File: config.mk
export PLATFORM = sky130hd
export DESIGN_NAME = aes_io_loader
export DESIGN_NICKNAME = d
export VERILOG_FILES = /design/src/rtl/aes_io_pkg.sv /design/src/rtl/aes_word_regfile.sv /design/src/rtl/aes_io_loader.sv
export SDC_FILE = /design/constraint.sdc
export NUM_CORES = 1
export LEC_CHECK = 0
export BUFFER_PORTS_ARGS = -buffer_cell sky130_fd_sc_hd__buf_2
export CAP_MARGIN = 10
export CORE_UTILIZATION = 47
export DETAILED_ROUTE_END_ITERATION = 10
export PLACE_DENSITY = 0.74
export SYNTH_ARGS = -nofsm -noshare
export SYNTH_HDL_FRONTEND = slang
export SYNTH_SLANG_ARGS = --single-unit
File: constraint.sdc
create_clock -name clk -period 1.8 [get_ports clk]
set_clock_uncertainty 0.15 [all_clocks]
set_input_delay 0.27 -clock clk [delete_from_list [all_inputs] [get_ports clk]]
set_output_delay 0.27 -clock clk [all_outputs]
set_load 0.005 [all_outputs]
File: src/rtl/aes_io_pkg.sv
// Purpose : shared types and constants for the AES I/O loader.
// Latency : n/a (declarations only).
// Backpressure: n/a.
// Contents: FSM state enum, write/read address map, status word bit positions.
package aes_io_pkg;

   typedef enum logic [1:0] {
      ST_IDLE    = 2'd0,
      ST_REQ     = 2'd1,
      ST_CAPTURE = 2'd2
   } state_t;

   // Write-side address map: word 0 is the most significant 32 bits.
   localparam logic [2:0] ADDR_MSG0 = 3'd0;
   localparam logic [2:0] ADDR_MSG1 = 3'd1;
   localparam logic [2:0] ADDR_MSG2 = 3'd2;
   localparam logic [2:0] ADDR_MSG3 = 3'd3;
   localparam logic [2:0] ADDR_KEY0 = 3'd4;
   localparam logic [2:0] ADDR_KEY1 = 3'd5;
   localparam logic [2:0] ADDR_KEY2 = 3'd6;
   localparam logic [2:0] ADDR_KEY3 = 3'd7;

   // Read-side address map.
   localparam logic [2:0] ADDR_RES0   = 3'd0;
   localparam logic [2:0] ADDR_RES1   = 3'd1;
   localparam logic [2:0] ADDR_RES2   = 3'd2;
   localparam logic [2:0] ADDR_RES3   = 3'd3;
   localparam logic [2:0] ADDR_STATUS = 3'd4;

   // Status word bit positions.
   localparam int unsigned BUSY_BIT    = 0;
   localparam int unsigned DONE_BIT    = 1;
   localparam int unsigned TIMEOUT_BIT = 2;

endpackage

File: src/rtl/aes_word_regfile.sv
// Purpose : 4 x 32-bit word-addressed write register packed into 128 bits.
// Latency : a write appears on q the cycle after wr_en.
// Backpressure: none; the caller gates wr_en when the value must stay stable.
// Ports: clk, reset_n (async active-low), wr_en/wr_addr/wr_data write port,
//        q = {word0, word1, word2, word3} (word 0 in bits 127:96).
module aes_word_regfile (
   input  logic         clk,
   input  logic         reset_n,
   input  logic         wr_en,
   input  logic [1:0]   wr_addr,
   input  logic [31:0]  wr_data,
   output logic [127:0] q
);

   logic [31:0] words [4];

   always_ff @(posedge clk or negedge reset_n) begin
      if (!reset_n) begin
         for (int i = 0; i < 4; i++) begin
            words[i] <= '0;
         end
      end else if (wr_en) begin
         words[wr_addr] <= wr_data;
      end
   end

   assign q = {words[0], words[1], words[2], words[3]};

endmodule

File: src/rtl/aes_io_loader.sv
// Purpose : bus-side front end for the AES controller: loads msg/key words,
//           runs the io_ready/aes_ready handshake, captures and exposes the result.
// Latency : io_ready rises the edge after start; rd_data lags rd_addr by one cycle.
// Backpressure: writes/start are dropped while an operation is in flight.
// Ports: clk, reset_n; wr_en/wr_addr/wr_data, start, rd_addr/rd_data (bus side);
//        busy, done status; msg_en, key, io_ready out and msg_de, aes_ready in
//        (controller side).
// Option: define AES_IO_TIMEOUT_EN to build the TIMEOUT_CYCLES watchdog on REQ.
module aes_io_loader
   import aes_io_pkg::*;
#(
   parameter logic [19:0] TIMEOUT_CYCLES = 20'd1000000
) (
   input  logic         clk,
   input  logic         reset_n,
   input  logic         wr_en,
   input  logic [2:0]   wr_addr,
   input  logic [31:0]  wr_data,
   input  logic         start,
   input  logic [2:0]   rd_addr,
   output logic [31:0]  rd_data,
   output logic         busy,
   output logic         done,
   output logic [127:0] msg_en,
   output logic [127:0] key,
   input  logic [127:0] msg_de,
   output logic         io_ready,
   input  logic         aes_ready
);

   state_t       state;
   logic [127:0] result;
   logic         timeout_flag;
   logic         wr_ok;
   logic         limit_hit;
   logic [31:0]  status_word;

   // Writes only land in IDLE so the controller sees stable operands in REQ.
   // A write coinciding with start still lands, on the same edge io_ready rises.
   assign wr_ok = wr_en && (state == ST_IDLE);

   // Address bit 2 selects key (4-7) versus message (0-3).
   aes_word_regfile u_msg (
      .clk     (clk),
      .reset_n (reset_n),
      .wr_en   (wr_ok && !wr_addr[2]),
      .wr_addr (wr_addr[1:0]),
      .wr_data (wr_data),
      .q       (msg_en)
   );

   aes_word_regfile u_key (
      .clk     (clk),
      .reset_n (reset_n),
      .wr_en   (wr_ok && wr_addr[2]),
      .wr_addr (wr_addr[1:0]),
      .wr_data (wr_data),
      .q       (key)
   );

`ifdef AES_IO_TIMEOUT_EN
   logic [19:0] wait_cnt;

   // Cleared on the edge that enters REQ, so it reads N-1 in the Nth REQ cycle.
   always_ff @(posedge clk or negedge reset_n) begin
      if (!reset_n) begin
         wait_cnt <= '0;
      end else if (state == ST_IDLE && start) begin
         wait_cnt <= '0;
      end else if (state == ST_REQ) begin
         wait_cnt <= wait_cnt + 20'd1;
      end
   end

   assign limit_hit = (wait_cnt == TIMEOUT_CYCLES - 20'd1);
`else
   logic unused_timeout_cfg;

   assign limit_hit          = 1'b0;
   assign unused_timeout_cfg = ^TIMEOUT_CYCLES;
`endif

   always_ff @(posedge clk or negedge reset_n) begin
      if (!reset_n) begin
         state        <= ST_IDLE;
         io_ready     <= 1'b0;
         busy         <= 1'b0;
         done         <= 1'b0;
         timeout_flag <= 1'b0;
         result       <= '0;
      end else begin
         case (state)
            ST_IDLE: begin
               if (start) begin
                  state        <= ST_REQ;
                  io_ready     <= 1'b1;
                  busy         <= 1'b1;
                  done         <= 1'b0;
                  timeout_flag <= 1'b0;
               end
            end
            ST_REQ: begin
               // aes_ready takes priority over a watchdog expiry on the same cycle.
               if (aes_ready) begin
                  result   <= msg_de;
                  io_ready <= 1'b0;
                  state    <= ST_CAPTURE;
               end else if (limit_hit) begin
                  io_ready     <= 1'b0;
                  busy         <= 1'b0;
                  timeout_flag <= 1'b1;
                  state        <= ST_IDLE;
               end
            end
            ST_CAPTURE: begin
               done  <= 1'b1;
               busy  <= 1'b0;
               state <= ST_IDLE;
            end
            default: begin
               io_ready <= 1'b0;
               busy     <= 1'b0;
               state    <= ST_IDLE;
            end
         endcase
      end
   end

   always_comb begin
      status_word              = '0;
      status_word[BUSY_BIT]    = busy;
      status_word[DONE_BIT]    = done;
      status_word[TIMEOUT_BIT] = timeout_flag;
   end

   always_ff @(posedge clk or negedge reset_n) begin
      if (!reset_n) begin
         rd_data <= '0;
      end else begin
         case (rd_addr)
            ADDR_RES0:   rd_data <= result[127:96];
            ADDR_RES1:   rd_data <= result[95:64];
            ADDR_RES2:   rd_data <= result[63:32];
            ADDR_RES3:   rd_data <= result[31:0];
            ADDR_STATUS: rd_data <= status_word;
            default:     rd_data <= '0;
         endcase
      end
   end

endmodule
### Word level (Yosys, flattened, before mapping)

Cells that the tools add are included.

| storage, ports and cells | value |
|---|---|
| flip-flop bits (word level) | 421 |
| bits in latches | 0 |
| memory bits (writable) | 0 |
| ROM bits | 0 |
| logic and storage cells | 54 |
| memories kept | 0 |

| cells by class | value |
|---|---|
| $add $sub $neg | 0 |
| multipliers | 0 |
| div/mod/pow operators | 0 |
| $lt $le $gt $ge | 2 |
| eq/ne operators | 8 |
| shift operators | 0 |
| multiplexer cells | 14 |
| bitwise gates (word level) | 3 |
| reductions and logical operators | 13 |

Operator list:

| cell | number |
|---|---|
| bitwise mux 128 bit | 2 |
| case mux 32 bit (5 select lines) | 1 |
| demux 32 bit (select 2 bit) | 1 |
| two-way mux 32 bit | 1 |
| AND reduction 2 bit | 4 |
| equality test 3 x 2 -> 1 bit (second input constant) | 2 |
| logical AND 1 bit | 4 |
| two-way mux 2 bit | 2 |
| != test 2 bit (second input constant) | 2 |
| case mux 1 bit (2 select lines) | 2 |
| case mux 2 bit (2 select lines) | 1 |
| equality test 3 x 1 -> 1 bit (second input constant) | 1 |
| equality test 3 bit (second input constant) | 1 |
| greater-or-equal comparator 3 bit (second input constant) | 1 |
| logical NOT 3 bit | 1 |
| less-than comparator 3 x 1 -> 1 bit (second input constant) | 1 |
| two-way mux 1 bit | 3 |
| inverter 2 -> 3 bit | 1 |
| case mux 1 bit (3 select lines) | 1 |
| AND reduction 3 bit | 1 |
| equality test 2 x 1 -> 1 bit (second input constant) | 1 |
| equality test 2 bit (second input constant) | 1 |
| logical NOT 2 bit | 1 |
| inverter 1 bit | 2 |
| other kinds (2) | 2 |

### Logic depth before layout (Yosys ltp)

| logic depth | value |
|---|---|
| depth in word-level cells | 6 |
| mapped depth | 6 |
| gate-level depth less buffers | 3 |

### Cells and area by module

Synthesis repeated with hierarchy kept, for this count alone.

| unflattened totals | value |
|---|---|
| cell total of the unflattened synthesis | 953 |
| area, all modules | 16703.5 um^2 |

Modules (own cells, without submodules):

| module | instances | cells each | area an instance (um^2) | seq. area each (um^2) |
|---|---|---|---|---|
| aes_word_regfile | 2 | 272 | 4744.6 | 3203.1 |
| aes_io_loader | 1 | 409 | 7214.4 | 4129.0 |

### Worst setup path before layout

No wires, ideal clock.

| timing path | value |
|---|---|
| path kind | flip-flop to flip-flop |
| start point | register state[0] |
| end point | register u_key.words (netlist bit u_key.q[10]) |
| setup time | 0.125 ns |
| arrival | 1.614 ns |
| path slack | -0.089 ns |
| cell stages (with the launch flop) | 7 |
| path buffers | 3 |
| cell sequence | dfrtp_1 -> buf_6 -> nor4bb_4 -> and3_1 -> clkbuf_2 -> buf_6 -> mux2_2 |

| between the ends | value |
|---|---|
| cells in the longest elaborated chain, start to end | 3 |

RTL lines:

| element | RTL line | RTL |
|---|---|---|
| start: declaration | aes_io_loader.sv:31 | `state_t state;` |
| start signal: assignment | aes_io_loader.sv:85 | `state <= ST_IDLE;` |
| start signal: assignment | aes_io_loader.sv:95 | `state <= ST_REQ;` |
| start signal: assignment | aes_io_loader.sv:107 | `state <= ST_CAPTURE;` |
| logical NOT 2 bit | aes_io_loader.sv:40 | `assign wr_ok = wr_en && (state == ST_IDLE);` |
| logical AND 1 bit | aes_io_loader.sv:40 |  |
| logical AND 1 bit | aes_io_loader.sv:55 | `.wr_en (wr_ok && wr_addr[2]),` |
| end signal: indexed assignment | aes_word_regfile.sv:23 | `words[wr_addr] <= wr_data;` |
| end: declaration | aes_word_regfile.sv:15 | `logic [31:0] words [4];` |

No other way between the ends.
A chain may end at the register's enable or synchronous reset.

### Worst setup path in the final report

| timing path | value |
|---|---|
| start point | register state[0] |
| end point | register u_key.words (netlist bit u_key.q[4]) |

The elaborated chain is that of the path after synthesis.

==> key figures <==
Pwr
  – Power per cell area: 1620 mW/mm^2
  – Leakage: 11.2 nW
  – Overall Power: 37.7 mW
  – Worst IR Drop VDD: 1040 uV

CTS
  – H-tree levels: 2
  – Clock transition at the registers of the reported paths: 0.06 ns
  – Clk sinks: 421
  – CTS tree: built
  – CTS buffer count: 44
  – Clock tree root driver cell: clkbuf_16
  – Worst-case clock buffer depth: 3
  – Clock Latency Late Sink: 0.55 ns

Hold path
  – Worst Hold Depth: 2
  – Min-delay worst type: input port to flip-flop

Floorplan
  – Initial Util: 48.2%
  – Die Height: 188 um
  – # IOs: 462
  – Cell Rows: 67
  – Die Wd: 188 um
  – Core ar.: approximately 0.034 sq mm
  – Die area: 0.0355 sq mm

Route
  – DRT antenna net count: 0
  – Vias per cell: 5.23
  – Via count: 11.1k
  – Pre-antenna DRT Iters: 4
  – Detailed Route Iter0 Violations: 391
  – Drt drc: 0
  – DRT Wirelength: 48700 um
  – DR WL/cell: 22.9 um

Finish
  – NumNets Final: 1812
  – Share of cells above drive strength 1: between 60 and 70%
  – Area grow syn2layout: 42.7%
  – Fin cells: 2127

Timing
  – Maximum clock rate: around 0.52 GHz
  – Final setup fails: approximately 250
  – Slew HR: about half
  – Worst-margin pin slew: 0.729 ns
  – Final worst-path cycle share: 107%
  – Final Worst Setup Slack: -0.119 ns
  – Final hold vios: 0
  – Final Slew Violations: 0
  – RSZ-0062 raised after global routing: true
  – Minimum clock period: 1.92 ns

Placed design
  – Placed cells: 1862
  – Pre-CTS setup slack: -0.124 ns
  – HPWL after detailed placement: 29800 um
  – I/O Buffers: roughly 460
  – GP Congestion: between 0.7 and 0.8

Synthesis
  – Area leader, netlist: dfrtp_1
  – Yosys cell types: 23
  – FF+latch count, synth: 421
  – Synth Warn #: 0
  – Mapped Nets: 1128
  – Post-Synthesis Cells: about 960
  – Register area share after synthesis: 64.5%
  – Syn_area_per_cell: around 17 sq um
  – Top cell type's share of synthesized area: 64.5%
  – Synthesized area: 0.0163 sq mm
  – Area contributors post-synth: dfrtp_1 (64%), mux2_2 (26%), mux4_2 (4.1%), nor2b_1 (1.3%), buf_6 (0.90%)

GRT
  – Initial antenna violation count: 6
  – Gr usage total: 25.9%
  – Vias in the first global route: around 12k
  – Largest net degree at the start of global routing: 81
  – Grt total ovfl: 0
  – First-pass GRT wire length: 70500 um

Worst setup path
  – Worst Setup End Kind: flip-flop
  – Startpoint types: flip-flop
  – Worst Setup Path Type: flip-flop to flip-flop
  – Crit Path Max Fanout: 7
  – Worst Reg-to-Reg Cells: 4
  – Worst EP arrival: between 2 and 2.5 ns
  – Worst path required time: between 2 and 2.5 ns

Job
  – Max-cap violations: 0

Status
  – Status: finished, violations left
  – Violated checks: negative setup slack
-- final timing paths --
| path | start | endpoint | slack, ns |
|---|---|---|---|
| hold / removal | wr_data[0] | u_key.q[64]$_DFFE_PN0P_ | 0.01 |
| max in group asynchronous | reset_n | u_msg.q[52]$_DFFE_PN0P_ | 0.62 |
| hold reg to reg | u_msg.q[32]$_DFFE_PN0P_ | u_msg.q[32]$_DFFE_PN0P_ | 0.35 |
| setup / recovery | state[0]$_DFFE_PN0P_ | u_key.q[4]$_DFFE_PN0P_ | -0.12 |
| setup reg to reg | state[0]$_DFFE_PN0P_ | u_key.q[4]$_DFFE_PN0P_ | -0.12 |
| min in group asynchronous | reset_n | result[104]$_DFFE_PN0P_ | 0.09 |
-- sequential cells by signal, indices dropped and copies added (netlist names) --
register / flops
rd_data: 32
io_ready: 1
state: 2
u_key.q: 128
done: 1
u_msg.q: 128
busy: 1
result: 128
-- layout make-up --
cell class                 count  area [sq um]
fill                        2198         10600
sequential                   421         10500
multi-input combinational    480          5770
timing repair buffer         690          4990
clock buffer                  61          1250
tap                          448           561
clock inverter                17           171
inverter                       4          15.0
antenna                        6          15.0
-- layout by cell type (no fill, tap or decap), types with 2 or more instances in the layout --
cell	n
bufinv_16	2
o21ai_0	3
buf_2	460
dfrtp_1	419
nor3b_1	2
nand2_4	2
nor2b_1	34
buf_8	5
clkbuf_16	54
diode_2	6
and3_4	2
a22oi_1	2
inv_1	3
clkbuf_8	9
dfrtp_2	2
inv_6	2
a21oi_1	4
clkinv_2	10
dlygate4sd3_1	163
nor2_1	4
buf_4	24
clkbuf_1	8
buf_12	25
buf_6	2
o22ai_1	2
mux4_2	30
mux2_4	64
mux2_2	322
nand2_8	4
-- synthesized netlist by cell type --
library cell / count
dfrtp_1: 421
mux2_2: 384
nor2b_1: 34
mux4_2: 30
buf_2: 19
buf_6: 13
buf_4: 11
clkbuf_1: 7
nand2_1: 7
a21oi_1: 4
inv_1: 4
nor2_1: 4
o21ai_0: 3
a22oi_1: 2
and3_1: 2
clkbuf_2: 2
mux2_1: 2
nor3b_1: 2
o22ai_1: 2
a211oi_1: 1
nand3_1: 1
nor4b_4: 1
nor4bb_4: 1
-- what timing repair did --
item                                    in CTS  in global routing
hold buffers                               163                  0
pin swaps                                    2                  3
endpoints found under the setup margin     109                237
cloned                                       1                 14
endpoints found under the hold margin      768                  0
setup buffers                                0                  3
gates resized for setup                     13                 48
-- power breakdown --
group	switching (mW)	total, mW	internal, mW	leakage (nW)
sequential	2.63	16.8	14.1	5.11
clock	3.75	8.94	5.19	0.710
combinational	4.60	12.0	7.39	5.43
total	11.0	37.7	26.7	11.2
-- layer usage --
layer / track usage, % / part of all wire (%) / up-vias / wire [um]
li1: - / - / 4806 / -
met1: 30.8 / 38 / 5749 / 18600
met2: 45.5 / 52 / 454 / 25300
met3: 4.82 / 5.7 / 114 / 2780
met4: 12.1 / 4.2 / 0 / 2030
met5: 0 / 0 / - / 0
-- metrics by stage --
stage	instance area, sq um	hold slack, ns	util, %	setup TNS [ns]
finish	23300	0.0136	68.8	-17.78
global route	23300	0.0198	68.8	-28.45
detailed placement	19600	0.0320	58.0	-3.08
CTS	22800	0.00574	67.2	-3.09
global placement	19600	0.0302	58.0	-1.42
floorplan	16500	-0.176	-	-2.35
-- cells by family (layout without fill, tap and decap cells) --
kind of cell    Yosys count  in the layout  synth area share [%]
buf+inv                  56            772                  2.30
simple gates             52             52                  2.05
mux                     416            416                  30.7
flops                   421            421                  64.5
other cells               0              6                     0
compound gates           12             12                 0.429
-- critical path: stages (launching register included) --
cell       delay [ns]
dfrtp_2          0.45
nor4bb_4         0.35
and3_4           0.34
clkbuf_16        0.20
mux2_4           0.29
Note: power is estimated with default switching activity, not from simulation.
